--- src/rtl/barret_pkg.sv ---
// rtl/barret_pkg.sv - width and constant helpers for the Barrett reducer
package barret_pkg;

  function automatic int clog2(input longint v);
    int     r;
    longint t;
    r = 0;
    t = v - 1;
    while (t > 0) begin
      r++;
      t = t >> 1;
    end
    return r;
  endfunction

  // floor(2^k / q); k can reach 32, so the shift is done in 64 bits
  function automatic longint barret_mu(input longint q, input int k);
    return (longint'(1) << k) / q;
  endfunction

  function automatic int barret_qw(input int q);
    return clog2(longint'(q));
  endfunction

  function automatic int barret_k(input int qw);
    return 2 * qw;
  endfunction

endpackage

--- src/rtl/barret_corr.sv ---
// rtl/barret_corr.sv - two-step conditional subtract, maps r0 in [0, 3Q) to [0, Q)
module barret_corr
  import barret_pkg::*;
#(
  parameter int Q  = 1481,
  parameter int QW = 11
) (
  input  logic [QW+1:0] r0,
  output logic [QW-1:0] r
);

  localparam logic [QW+1:0] QV = (QW+2)'(Q);

  logic [QW+1:0] r1;
  logic [QW+1:0] r2;
  logic          unused_hi;

  always_comb begin
    r1 = r0;
    r2 = r0;
    if (r0 >= QV) r1 = r0 - QV;
    r2 = r1;
    if (r1 >= QV) r2 = r1 - QV;
  end

  assign r         = r2[QW-1:0];
  assign unused_hi = ^r2[QW+1:QW];

endmodule

--- src/rtl/barret_reduce_pipe.sv ---
// rtl/barret_reduce_pipe.sv - 3-stage pipelined Barrett reducer, dout_r = din_a mod Q
module barret_reduce_pipe
  import barret_pkg::*;
#(
  parameter int     Q     = 1481,
  parameter int     QW    = barret_qw(Q),
  parameter int     DW    = 2 * QW - 1,
  parameter int     K     = barret_k(QW),
  parameter longint MU    = barret_mu(longint'(Q), K),
  parameter int     TAG_W = 8
) (
  input  logic             clk,
  input  logic             rst,
  input  logic             in_valid,
  output logic             in_ready,
  input  logic [DW-1:0]    din_a,
  input  logic [TAG_W-1:0] in_tag,
  output logic             out_valid,
  input  logic             out_ready,
  output logic [QW-1:0]    dout_r,
  output logic [TAG_W-1:0] out_tag
);

  localparam int PW = DW + K;
  localparam int SW = DW + 2;
  localparam int RW = QW + 2;

  if ((Q % 2) == 0 || DW > 2 * QW) begin : g_bad_param
    $error("barret_reduce_pipe: Q must be odd and DW <= 2*QW");
  end

  logic             adv;
  logic             ready_en;
  logic             accept;
  logic             v1;
  logic             v2;
  logic [DW-1:0]    x1;
  logic [PW-1:0]    p1;
  logic [TAG_W-1:0] t1;
  logic [RW-1:0]    r0_q;
  logic [TAG_W-1:0] t2;
  logic [PW-1:0]    p_next;
  logic [DW-1:0]    qh;
  logic [SW-1:0]    r0_full;
  logic [QW-1:0]    r2;
  logic             unused_bits;

  // ready_en keeps the input closed until the first edge after reset release
  assign adv      = !out_valid || out_ready;
  assign in_ready = adv && ready_en;
  assign accept   = in_valid && in_ready;

  assign p_next  = PW'(din_a) * PW'(MU);
  assign qh      = p1[PW-1:K];
  // true value lies in [0, 3Q), so the low RW bits of the wrapped difference are exact
  assign r0_full = SW'(x1) - SW'(qh) * SW'(Q);

  assign unused_bits = ^{p1[K-1:0], r0_full[SW-1:RW]};

  barret_corr #(
    .Q  (Q),
    .QW (QW)
  ) u_corr (
    .r0 (r0_q),
    .r  (r2)
  );

  always_ff @(posedge clk or posedge rst) begin
    if (rst) begin
      ready_en  <= 1'b0;
      v1        <= 1'b0;
      v2        <= 1'b0;
      out_valid <= 1'b0;
      x1        <= '0;
      p1        <= '0;
      t1        <= '0;
      r0_q      <= '0;
      t2        <= '0;
      dout_r    <= '0;
      out_tag   <= '0;
    end else begin
      ready_en <= 1'b1;
      if (adv) begin
        v1        <= accept;
        v2        <= v1;
        out_valid <= v2;
        if (accept) begin
          x1 <= din_a;
          p1 <= p_next;
          t1 <= in_tag;
        end
        if (v1) begin
          r0_q <= r0_full[RW-1:0];
          t2   <= t1;
        end
        if (v2) begin
          dout_r  <= r2;
          out_tag <= t2;
        end
      end
    end
  end

endmodule

--- config.mk ---
export PLATFORM = sky130hd
export DESIGN_NAME = barret_reduce_pipe
export DESIGN_NICKNAME = d
export VERILOG_FILES = /design/src/rtl/barret_pkg.sv /design/src/rtl/barret_corr.sv /design/src/rtl/barret_reduce_pipe.sv
export SDC_FILE = /design/constraint.sdc
export NUM_CORES = 1
export LEC_CHECK = 0
export ABC_AREA = 1
export CAP_MARGIN = 30
export CORE_MARGIN = 2
export CORE_UTILIZATION = 50
export CTS_BUF_LIST = sky130_fd_sc_hd__clkbuf_4 sky130_fd_sc_hd__clkbuf_8 sky130_fd_sc_hd__clkbuf_16
export CTS_CLUSTER_SIZE = 24
export DETAILED_ROUTE_END_ITERATION = 7
export MAX_ROUTING_LAYER = met4
export PLACE_DENSITY = 0.69
export RECOVER_POWER = 100
export SLEW_MARGIN = 20
export SYNTH_ARGS = -nofsm -noshare
export SYNTH_HDL_FRONTEND = slang
export SYNTH_HIERARCHICAL = 1
export SYNTH_SLANG_ARGS = --single-unit
--- constraint.sdc ---
create_clock -name clk -period 8.4 [get_ports clk]
set_clock_uncertainty 0.05 [all_clocks]
set_input_delay 0.84 -clock clk [delete_from_list [all_inputs] [get_ports clk]]
set_output_delay 0.84 -clock clk [all_outputs]
set_load 0.005 [all_outputs]
# After elaboration in Yosys (flattened, before gate mapping)
# Index checks and enable logic that the tools add are counted.
[classes] add_sub_neg=3 mul=2 magnitude_cmp=2 n_mux=2 n_reduce_logical=7
[ops] op="$mul 21x8->29 const B" n=1
[ops] op="$ge 13x11->1 const B" n=2
[ops] op="$mul 11x11->13 const B" n=1
[ops] op="$mux 13" n=1
[ops] op="$sub 13x11->13 const B" n=1
[ops] op="$sub 13x13->13" n=1
[ops] op="$mux 11" n=1
[ops] op="$sub 11x11->11 const B" n=1
[ops] op="$reduce_and 2->1" n=3
[ops] op="$logic_and 1x1->1" n=2
[ops] op="$logic_not 1->1" n=1
[ops] op="$logic_or 1x1->1" n=1
[word_totals] reg_bits=94 inputBits=33 out_inout_bits=21

# Logic depth before layout (Yosys ltp)
[depth] depth_word=5 mapped_depth=20 mapped_depth_nobuf=20

# Cells and area by module
# The synthesis kept the hierarchy.
[by_module_without_submodules] mod="barret_reduce_pipe" n_inst=1 cells_each=872 area_each_um2=7438.4 seq_area_each_um2=1901.8
[by_module_without_submodules] mod="barret_corr" n_inst=1 cells_each=260 area_each_um2=1297.5 seq_area_each_um2=0.0

# Worst setup path after synthesis
# Ideal clock, no wire load.
[synth_timing] path_type="register to register" start="register p1[23]" end="register r0_q[12]" setup_ps=117 arrival_time_ps=3872 setup_slack_ps=4361 stages_incl_launch_ff=18 n_path_buf=0 cell_sequence="dfrtp_1 ha_1 fa_1 inv_1 fa_1 inv_1 fa_1 fa_1 inv_1 ha_1 nand2_1 nor2_1 nand2_1 nand3_1 nor2_1 nand3_1 nand3_1 nand2_1"
[synth_via] elab_chain_cells=2
[synth_rtl] element="from (decl)" line="barret_reduce_pipe.sv:38" rtl="logic [PW-1:0] p1;"
[synth_rtl] element="from (signal assigned)" line="barret_reduce_pipe.sv:89" rtl="p1 <= p_next;"
[synth_rtl] element="$mul 11x11->13" line="barret_reduce_pipe.sv:56" rtl="assign r0_full = SW'(x1) - SW'(qh) * SW'(Q);"
[synth_rtl] element="$sub 13x13->13" line="barret_reduce_pipe.sv:56"
[synth_rtl] element="to (signal assigned)" line="barret_reduce_pipe.sv:93" rtl="r0_q <= r0_full[RW-1:0];"
[synth_rtl] element="to (decl)" line="barret_reduce_pipe.sv:40" rtl="logic [RW-1:0] r0_q;"
# No other way between the ends.
# A chain may end at the register's enable or synchronous reset.

==> impl_summary.txt <==
----------------------------------------------------
[Timing]
  Final setup viols ... 0
  Sum of negative setup slack ... 0 ns
  Setup repair after global routing missed its margin ... no
  Slew at the pin with the worst max-slew slack ... 2.80 ns
  Max Transition Viols Final ... 54
  Number of endpoints with negative hold slack in the final report ... 0
  Worst rel slew slack ... -0.865
  Time the worst path needs with I/O delays and setup ... 4.63 ns
  Ratio of final minimum period to clock period ... 0.551
  Top achievable clock speed ... 216 MHz

[Worst setup path]
  Kind of start point of the critical path ... primary input
  Depth of the most critical reg-to-reg path ... 18
  Worst setup path startpoint ... rst
  RR Endpoint ... r0_q[12]
  Slowest CP cell ... sky130_fd_sc_hd__clkbuf_1
  Critical path buffers and inverters ... 4
  Critical-path cell list ... dlygate4sd3_1 -> clkinv_1 -> clkbuf_1 -> clkbuf_1
  Arrival time at the worst endpoint ... 4.41 ns
  Crit path capture type ... async pin
  Required time at the endpoint of the critical path ... 8.19 ns
  Worst R2R Start ... p1[23]
  Largest driver fanout on the critical path ... 53
  Highest cell delay on the worst timing path ... 2.05 ns
  Slack of the worst reg-to-reg path ... 4.00 ns
  Cell family contributing the most delay on the critical path ... buffers and inverters
  Kind of critical path ... in -> async
  Most numerous cell on the critical path ... sky130_fd_sc_hd__clkbuf_1

[Layout]
  Fraction of layout cells with a size suffix above 1 ... 0.0793
  Fillers ... 1,678
  Antenna Diode Count ... 0
  Fin nets ... 1,397
  Final design instance area without fill ... 9720 um2
  Post-synthesis to final-layout area growth ... 11.3%

[Routing]
  Met2 Routed Length ... 8.98 mm
  Initial DRT Pass Iterations ... 5
  Vias per Instance ... 5.09
  Iter 0 DRT Violations ... 343
  Highest routed metal layer ... met4
  Vias ... 7,183
  Post-Route M1 WL ... 9.45 mm
  Detailed Route WL ... 19.2 mm
  Antenna Nets Post-Route ... 0
  WL/cell ... 13.6 um
  Residual DRC ... 0
  Met3 WL post-DR ... 375 um

[Synthesis]
  Predominant post-synthesis flop cell ... sky130_fd_sc_hd__dfrtp_1
  Cell types occupying the most area after synthesis ... sky130_fd_sc_hd__dfrtp_1, sky130_fd_sc_hd__ha_1, sky130_fd_sc_hd__nand2_1
  Most common cell in the synthesized netlist ... sky130_fd_sc_hd__nand2_1
  Number of register bits inferred by synthesis ... 76
  Number of flops mapped to enable cells by yosys ... 0
  Number of cells produced by synthesis ... 1,132
  Synthesized netlist net count ... 1,349
  Yosys cell types ... 41
  Synth cell count leaders ... sky130_fd_sc_hd__nand2_1, sky130_fd_sc_hd__inv_1, sky130_fd_sc_hd__ha_1
  Cell area after technology mapping ... 8740 um2
  Mean cell area of the mapped netlist ... 7.72 um2
  Post-synthesis async set-or-reset flop share ... 1.00
  Total of warnings raised by yosys ... 6
  Yosys top cell by area ... sky130_fd_sc_hd__dfrtp_1
  Area fraction of the dominant cell type after synthesis ... 0.218
  Share of the yosys chip area belonging to registers ... 0.218

[Clock tree]
  Number of buffers created by CTS ... 9
  Hold buffer count at cts ... 0
  CTS tree ... done
  Post-CTS setup repair buffer count ... 0
  Sinks on the clock net ... 76
  CTS H-tree lvls ... 3
  Count of instances resized after the clock tree is built ... 0
  Max Buffers Root-to-Sink ... 2
  Clk slew on worst S/H paths ... 0.06 ns
  Clock latency of the later-clocked register in the worst-skew pair ... 0.35 ns
  Library cell used as clock root buffer ... sky130_fd_sc_hd__clkbuf_16

[Global route]
  Total routing resource utilization after global routing ... 0.227
  Largest net degree at the start of global routing ... 77
  First-pass GRT wire length ... 33.0 mm
  Number of antenna violations at the first check in global routing ... 0
  Via count of the first global-routing pass ... 7,004
  Residual overflow from global routing ... 0

[Min path]
  Type of the worst min-delay path ... reg -> reg
  Worst Hold Depth ... 2
  Destination of the worst hold path ... out_tag[7]
  Source of the worst hold timing path ... out_tag[7]

[Floorplanning]
  Total core area ... 17,200 um2
  Starting utilization of the core area ... 0.509
  Ports placed on the boundary ... 54
  Number of rows created at floorplan ... 48
  Die extent in y ... 136 um
  Total Die Area ... 18,500 um2
  Die Width ... 136 um

[Placed design]
  Placement Cell Area ... 9440 um2
  RD Place Congestion ... 0.952
  Post-detail-place hpwl ... 15.8 mm
  Port Buffers ... 53

[Job]
  Maxcap violations ... 1

[Outcome]
  Violated checks ... max-capacitance violations, max-slew violations
  Result of the run ... finished, violations left

----------------------------------------------------
state kept, by name (all words and copies together), names as in the netlist:
name,count
t2,8
dout_r,11
p1,11
v1,1
out_valid,1
t1,8
v2,1
r0_q,13
ready_en,1
out_tag,8
x1,13
placed cells by master, fill, tap and decap left out, drive strengths merged, types with 2 or more instances in the layout:
cell type        n
clkinv           3
mux2            18
ha             129
dfrtp           76
nand4           24
a21oi           36
fa              55
xnor2            7
a31oi            5
dlygate4sd3     27
o21ai           55
nor3             8
o21bai           5
or2              2
nand3b           2
xor2            15
nand3           78
clkdlybuf4s50   26
nor2            77
inv            181
clkbuf          11
nand2          337
logic make-up after synthesis:
group | synth area share
other | 0.000429
buffers and inverters | 0.0898
xor gates and xnor gates | 0.0221
and+or+nand+nor | 0.272
muxes | 0.0232
AOI/OAI and AO/OA | 0.0645
adders and majority gates | 0.311
DFF | 0.218
through the flow:
stage	hold slack, ns	setup slack, ns	instances	utilization
after global routing	0.471	2.91	1410	0.566
after detailed placement	0.421	3.76	1393	0.550
after floorplan	0.395	4.36	1132	-
after CTS	0.437	3.99	1409	0.568
after global placement	0.410	3.72	1393	0.550
final	0.436	3.77	1410	0.566
worst max path at each step:
stage	end	slack, ns	cells after the start
finish	x1[9]	3.77	4
global route	x1[9]	2.91	4
CTS	r0_q[12]	3.99	18
detailed placement	p1[32]	3.76	14
global placement	p1[24]	3.72	14
floorplan	r0_q[12]	4.36	17
per-layer routing:
metal / vias up / GRT usage
li1: 3714 / -
met1: 3341 / 0.307
met2: 97 / 0.362
met3: 31 / 0.0280
met4: 0 / 0.0602
met5: - / -
cell type report:
type	count	area [um2]	area share
inverter	178	668	0.0687
sequential	76	1900	0.196
timing repair buffer	55	538	0.0553
tap	225	282	0.0290
clock inverter	7	90.1	0.00926
multi-input combinational	860	6020	0.619
clock buffer	9	225	0.0232
worst reg2reg max path, cell delays in order (launching register included):
cell and delay, ns:
sky130_fd_sc_hd__dfrtp_1 0.51, sky130_fd_sc_hd__ha_1 0.38, sky130_fd_sc_hd__fa_1 0.55, sky130_fd_sc_hd__inv_1 0.06
sky130_fd_sc_hd__fa_1 0.54, sky130_fd_sc_hd__inv_1 0.06, sky130_fd_sc_hd__fa_1 0.51, sky130_fd_sc_hd__fa_1 0.55
sky130_fd_sc_hd__inv_1 0.04, sky130_fd_sc_hd__ha_1 0.33, sky130_fd_sc_hd__nand2_1 0.09, sky130_fd_sc_hd__nor2_1 0.13
sky130_fd_sc_hd__nand2_1 0.07, sky130_fd_sc_hd__nor2_1 0.14, sky130_fd_sc_hd__nor2_1 0.08, sky130_fd_sc_hd__inv_1 0.05
sky130_fd_sc_hd__nand2_1 0.04, sky130_fd_sc_hd__nand3_1 0.06, sky130_fd_sc_hd__nand2_1 0.05
Power is left out: the tool's default activity adds up to more than one toggle a clock period on the data nets, which glitch-free logic cannot reach.
